$ cat src/rtl/wb_stage_hilo.sv
// Writeback stage: register-file write gating, HI/LO registers and the overflow exception sequencer.
// Optional retired-instruction counter is built only when WB_PERF_COUNT_EN is defined.
module wb_stage_hilo #(
   parameter int unsigned FLUSH_CYCLES = 3,
   parameter logic [31:0] HANDLER_ADDR = 32'h0000_0180
) (
   input  logic        clk,
   input  logic        rst,
   input  logic        MemtoReg,
   input  logic        RegWr,
   input  logic [31:0] Dout,
   input  logic [31:0] Result,
   input  logic [31:0] PC,
   input  logic [4:0]  rw,
   input  logic        Overflow,
   input  logic        mtlo,
   input  logic        mthi,
   input  logic        mult,
   input  logic [63:0] mult_result,
   output logic        wb_we,
   output logic [4:0]  wb_addr,
   output logic [31:0] wb_data,
   output logic [31:0] hi,
   output logic [31:0] lo,
   output logic [31:0] epc,
   output logic        exc_flush,
   output logic        exc_redirect,
   output logic [31:0] exc_pc,
   output logic [31:0] perf_retired
);

   typedef enum logic [1:0] {S_IDLE, S_FLUSH, S_REDIRECT} state_t;

   localparam logic [3:0] CNT_INIT = 4'(FLUSH_CYCLES - 1);

   state_t      state_q;
   logic [3:0]  cnt_q;
   logic [31:0] hi_q, hi_d;
   logic [31:0] lo_q, lo_d;
   logic [31:0] epc_q;
   logic        exc_flush_q;
   logic        exc_redirect_q;
   logic [31:0] exc_pc_q;
   logic        accept;

   // An overflowing instruction or any cycle of the exception sequence commits nothing.
   assign accept  = (state_q == S_IDLE) && !Overflow;

   assign wb_data = MemtoReg ? Dout : Result;
   assign wb_addr = rw;
   assign wb_we   = RegWr && accept && (rw != 5'd0);

   always_comb begin
      hi_d = hi_q;
      lo_d = lo_q;
      if (accept) begin
         if (mult) begin
            hi_d = mult_result[63:32];
            lo_d = mult_result[31:0];
         end else begin
            if (mthi) hi_d = Result;
            if (mtlo) lo_d = Result;
         end
      end
   end

   always_ff @(posedge clk or posedge rst) begin
      if (rst) begin
         hi_q <= 32'h0;
         lo_q <= 32'h0;
      end else begin
         hi_q <= hi_d;
         lo_q <= lo_d;
      end
   end

   // Exception sequencer: flush for FLUSH_CYCLES cycles, then a single redirect strobe.
   always_ff @(posedge clk or posedge rst) begin
      if (rst) begin
         state_q        <= S_IDLE;
         cnt_q          <= 4'd0;
         epc_q          <= 32'h0;
         exc_flush_q    <= 1'b0;
         exc_redirect_q <= 1'b0;
         exc_pc_q       <= 32'h0;
      end else begin
         case (state_q)
            S_IDLE: begin
               exc_redirect_q <= 1'b0;
               if (Overflow && RegWr) begin
                  epc_q       <= PC;
                  cnt_q       <= CNT_INIT;
                  exc_flush_q <= 1'b1;
                  state_q     <= S_FLUSH;
               end
            end
            S_FLUSH: begin
               if (cnt_q == 4'd0) begin
                  exc_flush_q    <= 1'b0;
                  exc_redirect_q <= 1'b1;
                  exc_pc_q       <= HANDLER_ADDR;
                  state_q        <= S_REDIRECT;
               end else begin
                  cnt_q <= cnt_q - 4'd1;
               end
            end
            S_REDIRECT: begin
               exc_redirect_q <= 1'b0;
               state_q        <= S_IDLE;
            end
            default: begin
               exc_flush_q    <= 1'b0;
               exc_redirect_q <= 1'b0;
               state_q        <= S_IDLE;
            end
         endcase
      end
   end

   assign hi           = hi_q;
   assign lo           = lo_q;
   assign epc          = epc_q;
   assign exc_flush    = exc_flush_q;
   assign exc_redirect = exc_redirect_q;
   assign exc_pc       = exc_pc_q;

`ifdef WB_PERF_COUNT_EN
   logic [31:0] perf_q;
   logic        retire;

   assign retire = accept && (RegWr || mult || mthi || mtlo);

   always_ff @(posedge clk or posedge rst) begin
      if (rst) begin
         perf_q <= 32'h0;
      end else if (retire) begin
         perf_q <= perf_q + 32'd1;
      end
   end

   assign perf_retired = perf_q;
`else
   assign perf_retired = 32'h0;
`endif

endmodule

$ cat config.mk
export PLATFORM = sky130hd
export DESIGN_NAME = wb_stage_hilo
export DESIGN_NICKNAME = d
export VERILOG_FILES = /design/src/rtl/wb_stage_hilo.sv
export SDC_FILE = /design/constraint.sdc
export NUM_CORES = 1
export LEC_CHECK = 0
export CORE_AREA = 2 2 146 148
export DETAILED_ROUTE_END_ITERATION = 10
export DIE_AREA = 0 0 148 150
export PLACE_DENSITY = 0.66
export SLEW_MARGIN = 40
export SYNTH_ARGS = -nofsm -noshare
export SYNTH_HDL_FRONTEND = slang
export SYNTH_SLANG_ARGS = --single-unit
$ cat constraint.sdc
create_clock -name clk -period 4.7 [get_ports clk]
set_clock_uncertainty 0.2 [all_clocks]
set_input_delay 0.94 -clock clk [delete_from_list [all_inputs] [get_ports clk]]
set_output_delay 0.94 -clock clk [all_outputs]
set_load 0.01 [all_outputs]
==> impl_metrics.json <==
{
  "setup_tns_ns": 0,
  "layout.nets": 986,
  "p_leak_nw": 4.16,
  "drc_errors": 0,
  "grtUsageTotal": 0.144,
  "final_common_cell": "clkdlybuf4s50_1",
  "hold_depth": 1,
  "regArea_um2": 2630,
  "critical_path_arrival_ns": 2.49,
  "status": "complete, no violations",
  "power_density_nw_per_um2": 506,
  "fillCellCount": 1936,
  "cts_tree": "yes",
  "synthAdderAreaFrac": 0.00210,
  "dieArea_um2": 22200,
  "fmax_ghz": 0.275,
  "postCtsSetupRepairBufs": 0,
  "cts_hold_buf": 0,
  "wl_per_cell_um": 15.1,
  "end_kind": "output port",
  "grt_pass1_wl_um": 24800,
  "synth_top_family_by_area": "multiplexers",
  "critPathMaxFanout": 2,
  "ys_seq_area_frac": 0.442,
  "synth-xor-area-share": 0,
  "final_layout_size_suffix_gt1_frac": 0.152,
  "synth_compound_area_frac": 0.0183,
  "multi_input_area_um2": 2810,
  "clock_latency_ns": 0.35,
  "die_w_um": 148,
  "finalWorstSetupSlack_ns": 1.07,
  "final_max_slew_viol_count": 0,
  "avgSynthCellArea_um2": 11.5,
  "setup_violations": 0,
  "pre_cts_slack_ns": 1.03,
  "die_y_um": 150,
  "maxCapViolations": 0,
  "drt.antenna.violating_nets": 0,
  "portBuffers": 310,
  "first_pass_iters": 4,
  "grt_overflow": 0,
  "viasPerCell": 4.13,
  "rsz0062_at_grt": "false",
  "period_share": 0.773,
  "rows": 53,
  "grt_pass1_vias": 4495,
  "antennaDiodeCount": 0,
  "gp_congestion": 0.742,
  "period_minus_slack_ns": 3.63,
  "netlist_area_um2": 5950,
  "worstSetupStartpointType": "primary input",
  "clockRootBuffer": "clkbuf_16",
  "synthMuxAreaShare": 0.284,
  "grt_max_degree": 97,
  "hpwl_um": 12400,
  "hold_violations": 0,
  "tightest_slew_ns": 0.758,
  "synth_cell_type_count": 31,
  "critical_path_class": "in2out",
  "max-vdd-ir-drop_uv": 210,
  "core_um2": 20700,
  "initial_core_util": 0.287,
  "cts.repair.resized": 0,
  "r2r_setup_slack_ns": 2.46,
  "synth-simple-area-share": 0.126,
  "syn_inst": 519,
  "slew_headroom": 0.494,
  "syn2layout_area_growth_pct": 55.7,
  "cts_buffers": 9,
  "min_path_type": "reg2reg",
  "clkSinkCount": 105,
  "cts_buffer_depth": 2,
  "yosys_warnings": 0,
  "crit_required_ns": 3.56,
  "wl_um": 16500,
  "antenna_found_initial": 1,
  "final_cell_mix": "clkdlybuf4s50_1, nand2_1, dfrtp_1, conb_1, mux2_4",
  "path_clk_slew_ns": 0.08,
  "ys_seq_elements": 105,
  "worst_r2r_path_depth": 3,
  "ios": 373,
  "vias": 4508,
  "h-tree-depth": 3,
  "drt_iter0_drc": 78
}
[synthesized netlist by cell type]
cell type	n	share of area
mux2_2	37	0.070
o21a_1	2	0.0025
buf_4	68	0.086
o22a_1	1	0.0015
ha_1	1	0.0021
mux2_1	31	0.059
nor3_2	1	0.0017
a211oi_1	2	0.0025
conb_1	1	0.00063
buf_2	9	0.0076
nand2_1	128	0.081
nor3_1	2	0.0017
nand2b_1	33	0.035
nor2b_1	1	0.0011
and2_1	1	0.0011
o21a_4	2	0.0050
buf_6	3	0.0057
mux2_4	60	0.15
inv_1	6	0.0038
or3_1	1	0.0011
a41o_1	1	0.0017
or2_1	1	0.0011
o311a_1	1	0.0017
buf_12	6	0.020
a21oi_1	1	0.00084
nor3b_1	1	0.0013
dfrtp_1	105	0.44
nor4bb_1	1	0.0017
o21ai_0	3	0.0025
clkbuf_1	7	0.0044
mux2i_1	2	0.0034
[power by group]
group	switching, mW	internal, mW	leakage (nW)	total [mW]
Clock	0.385	0.379	0.149	0.764
Sequential	0.258	1.35	1.27	1.61
Combinational	0.830	1.48	2.74	2.31
[metrics by stage]
stage	cells	utilization	total power [mW]	instance area (um^2)	hold slack (ns)
finish	1092	0.448	4.68	9260	0.287
CTS	1092	0.448	4.76	9260	0.293
detailed placement	1076	0.433	3.96	8950	0.274
global route	1092	0.448	4.96	9260	0.299
floorplan	580	-	2.77	6180	0.273
global placement	1076	0.433	3.93	8950	0.267
[critical path, cell delays in order]
cell,delay (ns)
clkdlybuf4s50_1,0.41
or3_1,0.36
o311a_1,0.30
clkdlybuf4s50_1,0.48
[path summary, 6_finish.rpt]
check / to / from
worst max-delay path: wb_we / rw[1]
worst min-delay path: epc[20]$_DFFE_PP0P_ / epc[20]$_DFFE_PP0P_
worst max register to register: lo[30]$_DFFE_PP0P_ / state_q[0]$_DFFE_PP0P_
worst min register to register: epc[20]$_DFFE_PP0P_ / epc[20]$_DFFE_PP0P_
max in group asynchronous: hi[5]$_DFFE_PP0P_ / rst
min in group asynchronous: epc[27]$_DFFE_PP0P_ / rst
[logic make-up (layout without fill, tap and decap cells)]
logic type	after synthesis	count (layout)
AOI/OAI and AO/OA	13	13
DFF	105	105
muxes	130	130
and+or+nand+nor	170	170
other	1	62
buffers and inverters	99	336
adders and majority gates	1	1
[layout make-up]
cell class / instances / share of cell area
clock inverters: 7 / 0.00905
multi-input cells: 376 / 0.303
well taps: 275 / 0.0372
repair buffers: 314 / 0.340
inverters: 6 / 0.00270
flip-flops and latches: 105 / 0.284
clock buffers: 9 / 0.0243
[sequential cells by signal (all words and copies together), names as in the netlist]
register	count
lo	32
state_q	2
exc_redirect	1
exc_flush	1
exc_pc	1
epc	32
cnt_q	4
hi	32
[layer usage]
metal / up-vias / track usage / wire, um
li1: 2172 / - / -
met1: 2104 / 0.171 / 6680
met2: 221 / 0.259 / 8300
met3: 11 / 0.0387 / 1320
met4: 0 / 0.0352 / 182
met5: - / 0 / 0
No activity file was read; power rests on OpenSTA's default activity.
